$ cat src/rtl/acoustics_uart_pkg.sv
// rtl/acoustics_uart_pkg.sv - shared UART types and constants for the acoustics host link
package acoustics_uart_pkg;

  localparam int UART_DEFAULT_CLKS_PER_BIT = 868;

  typedef enum logic [2:0] {
    IDLE,
    START,
    DATA,
    STOP,
    BREAK
  } uart_rx_state_t;

endpackage

$ cat src/rtl/uart_rx_line_sync.sv
// rtl/uart_rx_line_sync.sv - 2-FF synchroniser with history FF and falling-edge flag
module uart_rx_line_sync (
  input  logic clk,
  input  logic reset_b,
  input  logic line,
  output logic line_s,
  output logic fall
);

  logic line_meta;
  logic line_d;

  // Reset to the idle-high level so a reset never fabricates an edge on a quiet line.
  always_ff @(posedge clk) begin
    if (!reset_b) begin
      line_meta <= 1'b1;
      line_s    <= 1'b1;
      line_d    <= 1'b1;
    end else begin
      line_meta <= line;
      line_s    <= line_meta;
      line_d    <= line_s;
    end
  end

  assign fall = line_d & ~line_s;

endmodule

$ cat src/rtl/uart_command_receiver.sv
// rtl/uart_command_receiver.sv - oversampling 8N1 receiver presenting good bytes with a ready strobe
module uart_command_receiver
  import acoustics_uart_pkg::*;
#(
  parameter int CLKS_PER_BIT = UART_DEFAULT_CLKS_PER_BIT
) (
  input  logic       clk,
  input  logic       reset_b,
  input  logic       RsRx,
  output logic [7:0] Command,
  output logic       Rx_Ready,
  output logic       Framing_Error,
  output logic       Rx_Busy
);

  localparam int CW = $clog2(CLKS_PER_BIT);
  localparam logic [CW-1:0] BIT_LAST  = CW'(CLKS_PER_BIT - 1);
  localparam logic [CW-1:0] HALF_LAST = CW'(CLKS_PER_BIT / 2 - 1);

  uart_rx_state_t state;
  logic [CW-1:0]  cnt;
  logic [2:0]     bit_idx;
  logic [7:0]     shreg;
  logic           rx_s;
  logic           rx_fall;

  uart_rx_line_sync u_line_sync (
    .clk     (clk),
    .reset_b (reset_b),
    .line    (RsRx),
    .line_s  (rx_s),
    .fall    (rx_fall)
  );

  always_ff @(posedge clk) begin
    if (!reset_b) begin
      state         <= IDLE;
      cnt           <= '0;
      bit_idx       <= '0;
      shreg         <= '0;
      Command       <= 8'h00;
      Rx_Ready      <= 1'b0;
      Framing_Error <= 1'b0;
      Rx_Busy       <= 1'b0;
    end else begin
      Rx_Ready      <= 1'b0;
      Framing_Error <= 1'b0;
      case (state)
        IDLE: begin
          if (rx_fall) begin
            cnt     <= '0;
            state   <= START;
            Rx_Busy <= 1'b1;
          end
        end
        // Re-check the line half a bit in so short low glitches are discarded.
        START: begin
          if (cnt == HALF_LAST) begin
            cnt     <= '0;
            bit_idx <= '0;
            if (!rx_s) begin
              state <= DATA;
            end else begin
              state   <= IDLE;
              Rx_Busy <= 1'b0;
            end
          end else begin
            cnt <= cnt + 1'b1;
          end
        end
        DATA: begin
          if (cnt == BIT_LAST) begin
            cnt            <= '0;
            shreg[bit_idx] <= rx_s;
            if (bit_idx == 3'd7) begin
              state <= STOP;
            end else begin
              bit_idx <= bit_idx + 1'b1;
            end
          end else begin
            cnt <= cnt + 1'b1;
          end
        end
        // Leaving at mid stop bit gives half a bit of slack for back-to-back frames.
        STOP: begin
          if (cnt == BIT_LAST) begin
            cnt <= '0;
            if (rx_s) begin
              Command  <= shreg;
              Rx_Ready <= 1'b1;
              Rx_Busy  <= 1'b0;
              state    <= IDLE;
            end else begin
              Framing_Error <= 1'b1;
              state         <= BREAK;
            end
          end else begin
            cnt <= cnt + 1'b1;
          end
        end
        BREAK: begin
          if (rx_s) begin
            state   <= IDLE;
            Rx_Busy <= 1'b0;
          end
        end
        default: begin
          state   <= IDLE;
          Rx_Busy <= 1'b0;
        end
      endcase
    end
  end

endmodule

$ cat config.mk
export PLATFORM = sky130hd
export DESIGN_NAME = uart_command_receiver
export DESIGN_NICKNAME = d
export VERILOG_FILES = /design/src/rtl/acoustics_uart_pkg.sv /design/src/rtl/uart_rx_line_sync.sv /design/src/rtl/uart_command_receiver.sv
export SDC_FILE = /design/constraint.sdc
export NUM_CORES = 1
export LEC_CHECK = 0
export ABC_AREA = 1
export CAP_MARGIN = 20
export CORE_MARGIN = 2
export CORE_UTILIZATION = 51
export CTS_CLUSTER_DIAMETER = 100
export DETAILED_ROUTE_END_ITERATION = 6
export HOLD_SLACK_MARGIN = 0.08
export PLACE_DENSITY = 0.71
export SLEW_MARGIN = 20
export SYNTH_ARGS = -nofsm -noshare
export SYNTH_HDL_FRONTEND = slang
export SYNTH_HIERARCHICAL = 1
export SYNTH_SLANG_ARGS = --single-unit
$ cat constraint.sdc
create_clock -name clk -period 2.4 [get_ports clk]
set_input_delay 0.24 -clock clk [delete_from_list [all_inputs] [get_ports clk]]
set_output_delay 0.24 -clock clk [all_outputs]
set_load 0.01 [all_outputs]
==> run metrics, run 1 <==
slowest stage cell, crit path dfxtp_1; total CTS buffers 5; die extent in x ~64 um; FF-to-FF path depth 8; Seq pwr share about half; HP Class input port to register; Cell variety after synth 25; clk slew on worst S/H paths about 100 ps; initial core utilization about 54%; PostCTS Resize Cnt 0; Rows 21; Die Ht about 64 um; Clock Tree Root clkbuf_4; worst-margin pin slew approximately 340 ps; nets@finish about 300; Critical Path End cnt[9]; crit start category register; Critical Path RT 2640 ps; Top Ports 14; CP Cell Sequence ha_1 -> nand2_1 -> nor2_1 -> nand3_2 -> nand2_1 -> nand2_1 -> o21ai_2 -> nor2_1; number of global-route vias before repair between 1500 and 2000; Avg WL per Cell 10.6 um; ant diodes 0; first-pass GRT wire length between 6000 and 7000 um; CTS tree yes; P_int around 0.9 mW; largest net degree at the start of global routing 27; biggest area consumer among synthesized cells dfxtp_1; critical path depth 8; crit path from cnt[0]; RSZ-0062 raised after global routing false; CTS Buffer Depth 2; run status completed; Worst Path Max Fanout 7; maximum vdd drop 0.000382 V; Comb power frac between 20 and 30%; worst hold slack just over 400 ps; initial antenna violation count 0; Synth Instances around 280; Clk network pwr share roughly a fifth; final setup violation count 0; Final Critical Period between 1500 and 2000 ps; r2r setup slk a little under 700 ps; RR Startpoint cnt[0]; LEAKAGE approximately 0.96 nW; Post-CTS Setup Bufs 0; max-cap violations 0; cts hold-fix bufs 0; final setup margin just under 700 ps; Iter 0 DRT Violations 100; skew final roughly 6.1 ps; power density over the cells about 690 mW/mm2; Area Overhead vs Synth 12.9%; most frequent cells in the layout nor2_1 (63), nand2_1 (59), dfxtp_1 (38); RR Endpoint cnt[9]; vias per cell between 4 and 5; synth warn 6; sequential fraction of the synthesis area 41.2%; RD Place Congestion 0.893; largest stage delay on the critical path roughly 430 ps; Arr. time, crit path around 2000 ps; via count between 1500 and 2000; H-tree depth 2; Crit path max-delay family simple AND/OR/NAND/NOR gates; DP HPWL between 2000 and 3000 um; Yosys top cell area share about two fifths; fmax approximately 0.58 GHz; GRT overflow 0; CP Capture Type register; sw power around 0.54 mW; Residual DRC 0; core footprint around 0.0034 mm2; worst slack at placement roughly 670 ps; CTS Sinks 38; Net Sw Frac between 30% and 40%; synthesized flop and latch total 38; first drt pass iteration count 4; quantity of I/O buffers inserted on ports 13; fin. max-slew vios 0; layout cells sized above 1 around 8%; All-Layer GR Usage roughly a fifth; Routed WL approximately 3600 um; setup TNS 0 ps; WS Path Type register to register; Mean Syn Cell Area around 6.7 um2; period utilization between 70% and 80%; final count of hold timing violations 0; crit path buf inv count 0; largest cells by area after synthesis dfxtp_1 (41%), nor2_1 (13%), nand2_1 (12%); Rel. slew slack between 70% and 80%; cell area after synthesis approximately 0.0018 mm2; Die ar. 0.00412 mm2; worst skew pair latency between 300 and 400 ps; remaining antenna violation count 0; Fillers between 300 and 400; leading cell type in the layout, fill and taps excluded nor2_1; syn nets 284; Crit path top cell by count nand2_1
-- metal layers --
metal  part of all wire (%)  GRT usage (%)  vias up  wire, um
met3                    5.4           5.81        6       194
met5                      0              0        -         0
met1                     52           29.6      756      1870
met2                     41           28.8       38      1500
met4                    1.6           8.24        0        59
li1                       -              -      907         -
-- stage by stage --
stage	utilization [%]	instances	total power, mW	cell area [um2]
6_report	61.0	342	1.44	2080
3_3_place_gp	59.6	335	1.14	2040
5_1_grt	61.0	342	1.56	2080
3_5_place_dp	59.6	335	1.14	2040
2_1_floorplan	-	277	1.04	1850
4_1_cts	61.0	342	1.44	2080
-- how the worst min path moves through the flow --
stage / end / depth (start not counted) / from / slack (ps)
after global placement: u_line_sync/line_s / 2 / u_line_sync/line_meta / 380
after CTS: u_line_sync/line_meta / 3 / RsRx / 410
after global routing: u_line_sync/line_meta / 3 / RsRx / 420
after detailed placement: u_line_sync/line_s / 2 / u_line_sync/line_meta / 390
after floorplan: u_line_sync/line_meta / 1 / reset_b / 310
final: u_line_sync/line_meta / 3 / RsRx / 420
-- registers in the layout, indices dropped and copies added (netlist names) --
signal / flops
Command: 8
cnt: 10
Framing_Error: 1
u_line_sync/line_meta: 1
u_line_sync/line_d: 1
shreg: 8
state: 3
Rx_Busy: 1
Rx_Ready: 1
bit_idx: 3
u_line_sync/line_s: 1
-- final cells by class --
| type | count | area, um2 | share of cell area [%] |
|---|---|---|---|
| Multi-Input combinational cell | 196 | 923 | 44.3 |
| Sequential cell | 38 | 761 | 36.5 |
| Inverter | 40 | 150 | 7.20 |
| Timing Repair Buffer | 15 | 145 | 6.96 |
| Tap cell | 46 | 57.6 | 2.76 |
| Clock buffer | 5 | 37.5 | 1.80 |
| Clock inverter | 2 | 10.0 | 0.480 |
-- power by group through the flow --
stage | logic, mW | registers, mW | clock network, mW
3_5_place_dp | 0.410 | 0.728 | 0
4_1_cts | 0.412 | 0.713 | 0.317
5_1_grt | 0.488 | 0.722 | 0.346
2_1_floorplan | 0.324 | 0.720 | 0
3_3_place_gp | 0.410 | 0.727 | 0
6_report | 0.417 | 0.714 | 0.305
-- cell usage after synthesis (all sizes together) --
| library cell | number |
|---|---|
| inv | 40 |
| dfxtp | 38 |
| nor2 | 67 |
| nor3 | 5 |
| nand3 | 21 |
| a21oi | 11 |
| xor2 | 2 |
| nand3b | 1 |
| nand4 | 4 |
| clkbuf | 2 |
| nand2 | 60 |
| buf | 1 |
| o21ai | 19 |
| nor4 | 1 |
| o211ai | 1 |
| ha | 4 |
-- worst reg2reg max path: stages, from the launching register on --
cell	delay, ps
dfxtp_1	430
ha_1	220
nand2_1	60
nor2_1	110
nand3_2	200
nand2_1	130
nand2_1	150
o21ai_2	250
nor2_1	70
-- logic make-up after synthesis --
group	share of synthesized area (%)
buffers and inverters	8.81
AND/OR/NAND/NOR	37.6
AO/OA/AOI/OAI	8.74
XOR/XNOR	0.949
flip-flops	41.2
adder cells (fa/ha/maj)	2.71
Power figures use the tool's default switching activity.
==> run 2, diff against run 1 <==
==> constraint.sdc (replaced) <==
create_clock -name clk -period 1.6 [get_ports clk]
set_input_delay 0.16 -clock clk [delete_from_list [all_inputs] [get_ports clk]]
set_output_delay 0.16 -clock clk [all_outputs]
set_load 0.01 [all_outputs]
==> run 2 against run 1 <==
  * Clock power is 51% higher
  * Power is 67% higher
  * Non-clock buffer count is 17 higher
  * Setup slack worse by 640 ps
  * Maximum frequency is 10% higher
  * Sequential cell count stayed put
  * Sequential power is 55% higher
  * Hold slack worse by 76 ps
  * Register-to-register slack worse by 640 ps
  * Sequential share of layout area is 3.4 points lower
  * Largest power group unchanged
  * Highest routed layer unchanged
==> run metrics, run 2 (synthesis gave the netlist of run 1 again) <==
GRT overflow 0 (unchanged); skew final 13.0 ps (+6.92 ps); final instance area 0.00235 mm2 (+13%); nets@finish 320 (+5.6%); CTS Buffer Depth 2 (unchanged); Critical Path RT 1850 ps (-790 ps); worst-margin pin slew 324 ps (-12.4 ps); initial core utilization 54.1% (unchanged); initial antenna violation count 0 (unchanged); RSZ-0062 raised after global routing true; LEAKAGE 1.07 nW (+11%); crit start category register; vias per cell 4.83 (-3.2%); area of placed instances 0.00212 mm2 (+4.1%); final count of hold timing violations 0 (unchanged); maximum vdd drop 0.000745 V (+95%); CTS Sinks 38 (unchanged); r2r setup slk 30 ps (-640 ps); Crit path top cell by count nor2_4; Top Ports 14 (unchanged); Iter 0 DRT Violations 108 (+8.0%); Tot Pwr 2.39 mW (+67%); All-Layer GR Usage 22.7% (+2.1 points); FF-to-FF path depth 9 (+1); cts hold-fix bufs 0 (unchanged); Rows 21 (unchanged); WHS Path Cells 3 (unchanged); via count 1734 (+1.6%); HP Class input port to register; final setup violation count 0 (unchanged); RR Startpoint cnt[0]; fmax 0.638 GHz (+10%); DP HPWL 2870 um (+8.6%); layout cells sized above 1 21.1% (+13 points); period utilization 98.0% (+26 points); CTS tree yes; Crit path max-delay family simple AND/OR/NAND/NOR gates; CP Capture Type register; Largest register FFs 10 (unchanged); Worst Path Max Fanout 8 (+1); post-layout util 68.8% (+7.8 points); largest reg by FF count cnt; Die ar. 0.00412 mm2 (unchanged); quantity of I/O buffers inserted on ports 13 (unchanged); leading cell type in the layout, fill and taps excluded nor2_1; core footprint 0.00342 mm2 (unchanged); most frequent cells in the layout nor2_1 (61), nand2_1 (55), inv_1 (35); Hold EP u_line_sync/line_meta; max-cap violations 0 (unchanged); run status completed; worst hold start RsRx; Residual DRC 0 (unchanged); total CTS buffers 5 (unchanged); Routed WL 4140 um (+14%); setup TNS 0 ps (unchanged); Avg WL per Cell 11.5 um (+9.0%); CP Cell Sequence ha_4 -> nand2_4 -> nor2_4 -> nand3_4 -> buf_6 -> nor2_4 -> nand3_2 -> nand2_2 -> nor2_1; ant diodes 0 (unchanged); Rel. slew slack 78.3% (+0.82 points); remaining antenna violation count 0 (unchanged); slowest stage cell, crit path dfxtp_4; RD Place Congestion 0.824 (-7.7%); Arr. time, crit path 1820 ps (-140 ps); fin. max-slew vios 0 (unchanged); number of global-route vias before repair 1675 (+9.7%); Die Ht 64.2 um (unchanged); Clock Tree Root clkbuf_4; power density over the cells 1020 mW/mm2 (+48%); largest net degree at the start of global routing 27 (unchanged); WS Path Type register to register; RR Endpoint shreg[4]; H-tree depth 2 (unchanged); Area Overhead vs Synth 27.2%; crit path buf inv count 1 (+1); first drt pass iteration count 4 (unchanged); biggest regs cnt: 10 flops, Command: 8 flops, shreg: 8 flops; first-pass GRT wire length 7280 um (+8.8%); Final Critical Period 1570 ps (-159 ps); largest stage delay on the critical path 390 ps (-40 ps); worst skew pair latency 340 ps (about the same); clk slew on worst S/H paths 110 ps (about the same); die extent in x 64.2 um (unchanged)
## run 2: cell count changes in the layout (fill, tap and decap cells not counted), sizes merged
cell / delta
buf: +17
## run 2: power by group
part / switching [mW] / total, mW / internal, mW
clock: 0.303 / 0.461 / 0.158
combinational: 0.510 / 0.825 / 0.314
sequential: 0.0863 / 1.11 / 1.02
## run 2: final cells by class
class,count,area (um2)
tap,46,57.6
timing repair buffer,32,277
multi-input combinational,196,1040
clock buffer,5,37.5
fill,308,1070
inverter,40,150
sequential,38,778
clock inverter,2,10.0
## run 2: metrics by stage
step	hold slack [ps]	setup WS [ps]	std cells
5_1_grt	349	-59.9	359
3_3_place_gp	385	22.0	346
4_1_cts	332	12.4	354
3_5_place_dp	395	-28.0	346
2_1_floorplan	229	98.4	277
6_report	339	32.4	359
## run 2: how the worst max path moves through the flow
stage	endpoint	cells past startpoint	slack (ps)	startpoint
global placement	cnt[5]	8	20	cnt[0]
floorplan	cnt[5]	8	100	cnt[0]
CTS	cnt[9]	8	10	cnt[0]
global route	shreg[4]	9	-60	cnt[1]
detailed placement	cnt[6]	8	-30	cnt[0]
finish	shreg[4]	9	30	cnt[0]
## run 2: repair_timing
| item | in CTS | in global routing |
|---|---|---|
| endpoints found under the setup margin | 8 | 34 |
| resized for setup | 2 | 43 |
| pin swaps | 2 | 10 |
| setup buffers | 1 | 5 |
## run 2: metal layers
layer  track usage (%)  vias up  wire length, um
met5                 0        -                0
met3              6.34        2              139
met2              34.4       25             1830
met1              31.3      768             2140
met4              6.91        0               29
li1                  -      939                -
## run 2: worst reg2reg max path: stages, from the launching register on
cell and delay, ps:
dfxtp_4 390, ha_4 150, nand2_4 50, nor2_4 140, nand3_4 150, buf_6 160, nor2_4 230, nand3_2 110
nand2_2 70, nor2_1 40
==> run 3, diff against run 2 <==
--- a/config.mk
+++ b/config.mk
@@ -7,6 +7,7 @@
 export LEC_CHECK = 0
 export ABC_AREA = 1
 export CAP_MARGIN = 20
+export CORE_ASPECT_RATIO = 1.4
 export CORE_MARGIN = 2
 export CORE_UTILIZATION = 51
 export CTS_CLUSTER_DIAMETER = 100
==> run 3 against run 2 <==
  * Combinational power fell by 5.7%
  * Register-to-register slack barely moved
  * Sequential cell count did not move
  * Maximum frequency rose by 0.43%
  * Cell count fell by 2.5%
  * Clock power rose by 120%
  * Sequential power barely moved
  * Die area rose by 0.16%
  * Critical endpoint unchanged
  * Critical path depth did not move
  * Via count rose by 2.9%
  * Hold slack improved by 49 ps
==> run metrics, run 3 (synthesis gave the netlist of run 1 again) <==
CTS tree yes; period utilization 97.6% (-0.42 points); largest reg by FF count cnt; quantity of I/O buffers inserted on ports 13 (unchanged); CP Capture Type register; worst hold start RsRx; via count 1785 (+2.9%); initial core utilization 54.2% (+0.099 points); DP HPWL 2980 um (+3.7%); max-cap violations 0 (unchanged); WHS Path Cells 3 (unchanged); Rel. slew slack 79.4% (+1.0 points); ant diodes 0 (unchanged); P_int 1.95 mW (+31%); worst hold slack 388 ps (+48.7 ps); CTS Buffer Depth 2 (unchanged); FF-to-FF path depth 9 (unchanged); Arr. time, crit path 1760 ps (-60 ps); LEAKAGE 1.07 nW (about the same); vias per cell 5.10 (+5.6%); most frequent cells in the layout nor2_1 (59), nand2_1 (56), dfxtp_1 (36); biggest regs cnt: 10 flops, Command: 8 flops, shreg: 8 flops; area of the multi-input gates 991 um2 (-4.7%); All-Layer GR Usage 23.1% (+0.42 points); RR Endpoint shreg[4]; GRT overflow 0 (unchanged); run status completed; number of global-route vias before repair 1614 (-3.6%); remaining antenna violation count 0 (unchanged); Iter 0 DRT Violations 42 (-61%); cts hold-fix bufs 0 (unchanged); Tot Pwr 2.88 mW (+20%); WS Path Type register to register; total CTS buffers 5 (unchanged); Final Critical Period 1560 ps (-6.66 ps); crit start category register; register area 763 um2 (-1.9%); worst-margin pin slew 307 ps (-16.7 ps); Die Ht 75.2 um (+17%); clk slew on worst S/H paths 80 ps (-30 ps); power density over the cells 1230 mW/mm2 (+21%); first-pass GRT wire length 6820 um (-6.3%); layout cells sized above 1 16.1% (-5.0 points); Critical Path RT 1800 ps (-50 ps); Top Ports 14 (unchanged); fin. max-slew vios 0 (unchanged); maximum vdd drop 0.00107 V (+43%); setup TNS 0 ps (unchanged); Clk network pwr share 35.4% (+16 points); Routed WL 4220 um (+1.9%); core footprint 0.00341 mm2 (-0.18%); area of placed instances 0.00211 mm2 (-0.35%); post-layout util 68.7% (about the same); Die ar. 0.00413 mm2 (+0.16%); Clock Tree Root clkbuf_8; worst slack at placement 12.0 ps (+40.0 ps); Comb power frac 27.0% (-7.5 points); Rows 25 (+19%); Fillers 314 (+1.9%); largest net degree at the start of global routing 27 (unchanged); RR Startpoint cnt[0]; Hold EP u_line_sync/line_meta; r2r setup slk 40 ps (about the same); first drt pass iteration count 4 (unchanged); Largest register FFs 10 (unchanged); Cells after DPL 340 (-1.7%); final instance area 0.00234 mm2 (-0.27%); initial antenna violation count 0 (unchanged); HP Class input port to register; fmax 0.641 GHz (+0.43%); Worst Path Max Fanout 8 (unchanged); die extent in x 54.9 um (-15%); sw power 0.928 mW (+3.1%); Residual DRC 0 (unchanged); final setup margin 39.0 ps (+6.66 ps); leading cell type in the layout, fill and taps excluded nor2_1; final setup violation count 0 (unchanged); RD Place Congestion 0.867 (+5.2%); Layout Cells excl Fill 350 (-2.5%); RSZ-0062 raised after global routing true; Net Sw Frac 32.2% (-5.4 points); CTS Sinks 38 (unchanged); H-tree depth 2 (unchanged); Avg WL per Cell 12.1 um (+4.6%); nets@finish 316 (-1.3%); worst skew pair latency 300 ps (-40 ps); final count of hold timing violations 0 (unchanged); skew final 3.88 ps (-9.13 ps); Area Overhead vs Synth 26.9%; Seq pwr share 37.6% (-8.6 points)
## run 3: changes by cell type in the layout (fill, tap and decap cells not counted), sizes merged
cell    change
buf         -4
bufinv      +2
clkinv      -2
clkbuf      +1
## run 3: area by class of cell
class,count,share of cell area [%]
inverter,40,6.41
multi-input combinational,196,42.3
sequential,38,32.6
clock inverter,2,2.56
clock buffer,6,3.52
timing repair buffer,28,10.5
tap,40,2.14
## run 3: power groups by stage
stage	clock [mW]	sequential [mW]	combinational [mW]
after detailed placement	0	1.08	0.726
after global placement	0	1.08	0.717
after floorplan	0	1.08	0.486
after CTS	1.02	1.06	0.747
after global routing	1.05	1.09	0.878
final	1.02	1.08	0.778
## run 3: how the worst max path moves through the flow
stage	start	endpoint	slack, ps
4_1_cts	cnt[0]	cnt[9]	3
3_5_place_dp	cnt[0]	cnt[9]	10
2_1_floorplan	cnt[0]	cnt[5]	100
3_3_place_gp	cnt[1]	state[2]	70
5_1_grt	cnt[0]	shreg[4]	-80
6_report	cnt[0]	shreg[4]	40
## run 3: critical path, stage by stage (launching register included)
cell and delay, ps:
dfxtp_2 370, ha_4 150, nand2_1 70, nor2_2 160, nand3_4 140, buf_6 150
nor2_4 190, nand3_1 110, nand2_1 80, nor2_1 40
## run 3: per-layer routing
metal / wire [um] / GRT usage [%] / vias up
li1: - / - / 935
met1: 1730 / 23.7 / 817
met2: 2270 / 43.0 / 26
met3: 141 / 5.56 / 7
met4: 82 / 9.17 / 0
met5: 0 / 0 / -
## run 3: timing repair
item | 4_1_cts | 5_1_grt
endpoints found under the setup margin | 5 | 32
gates resized for setup | 1 | 18
pin swaps | 1 | 4
cloned | 0 | 0
setup buffers | 0 | 2
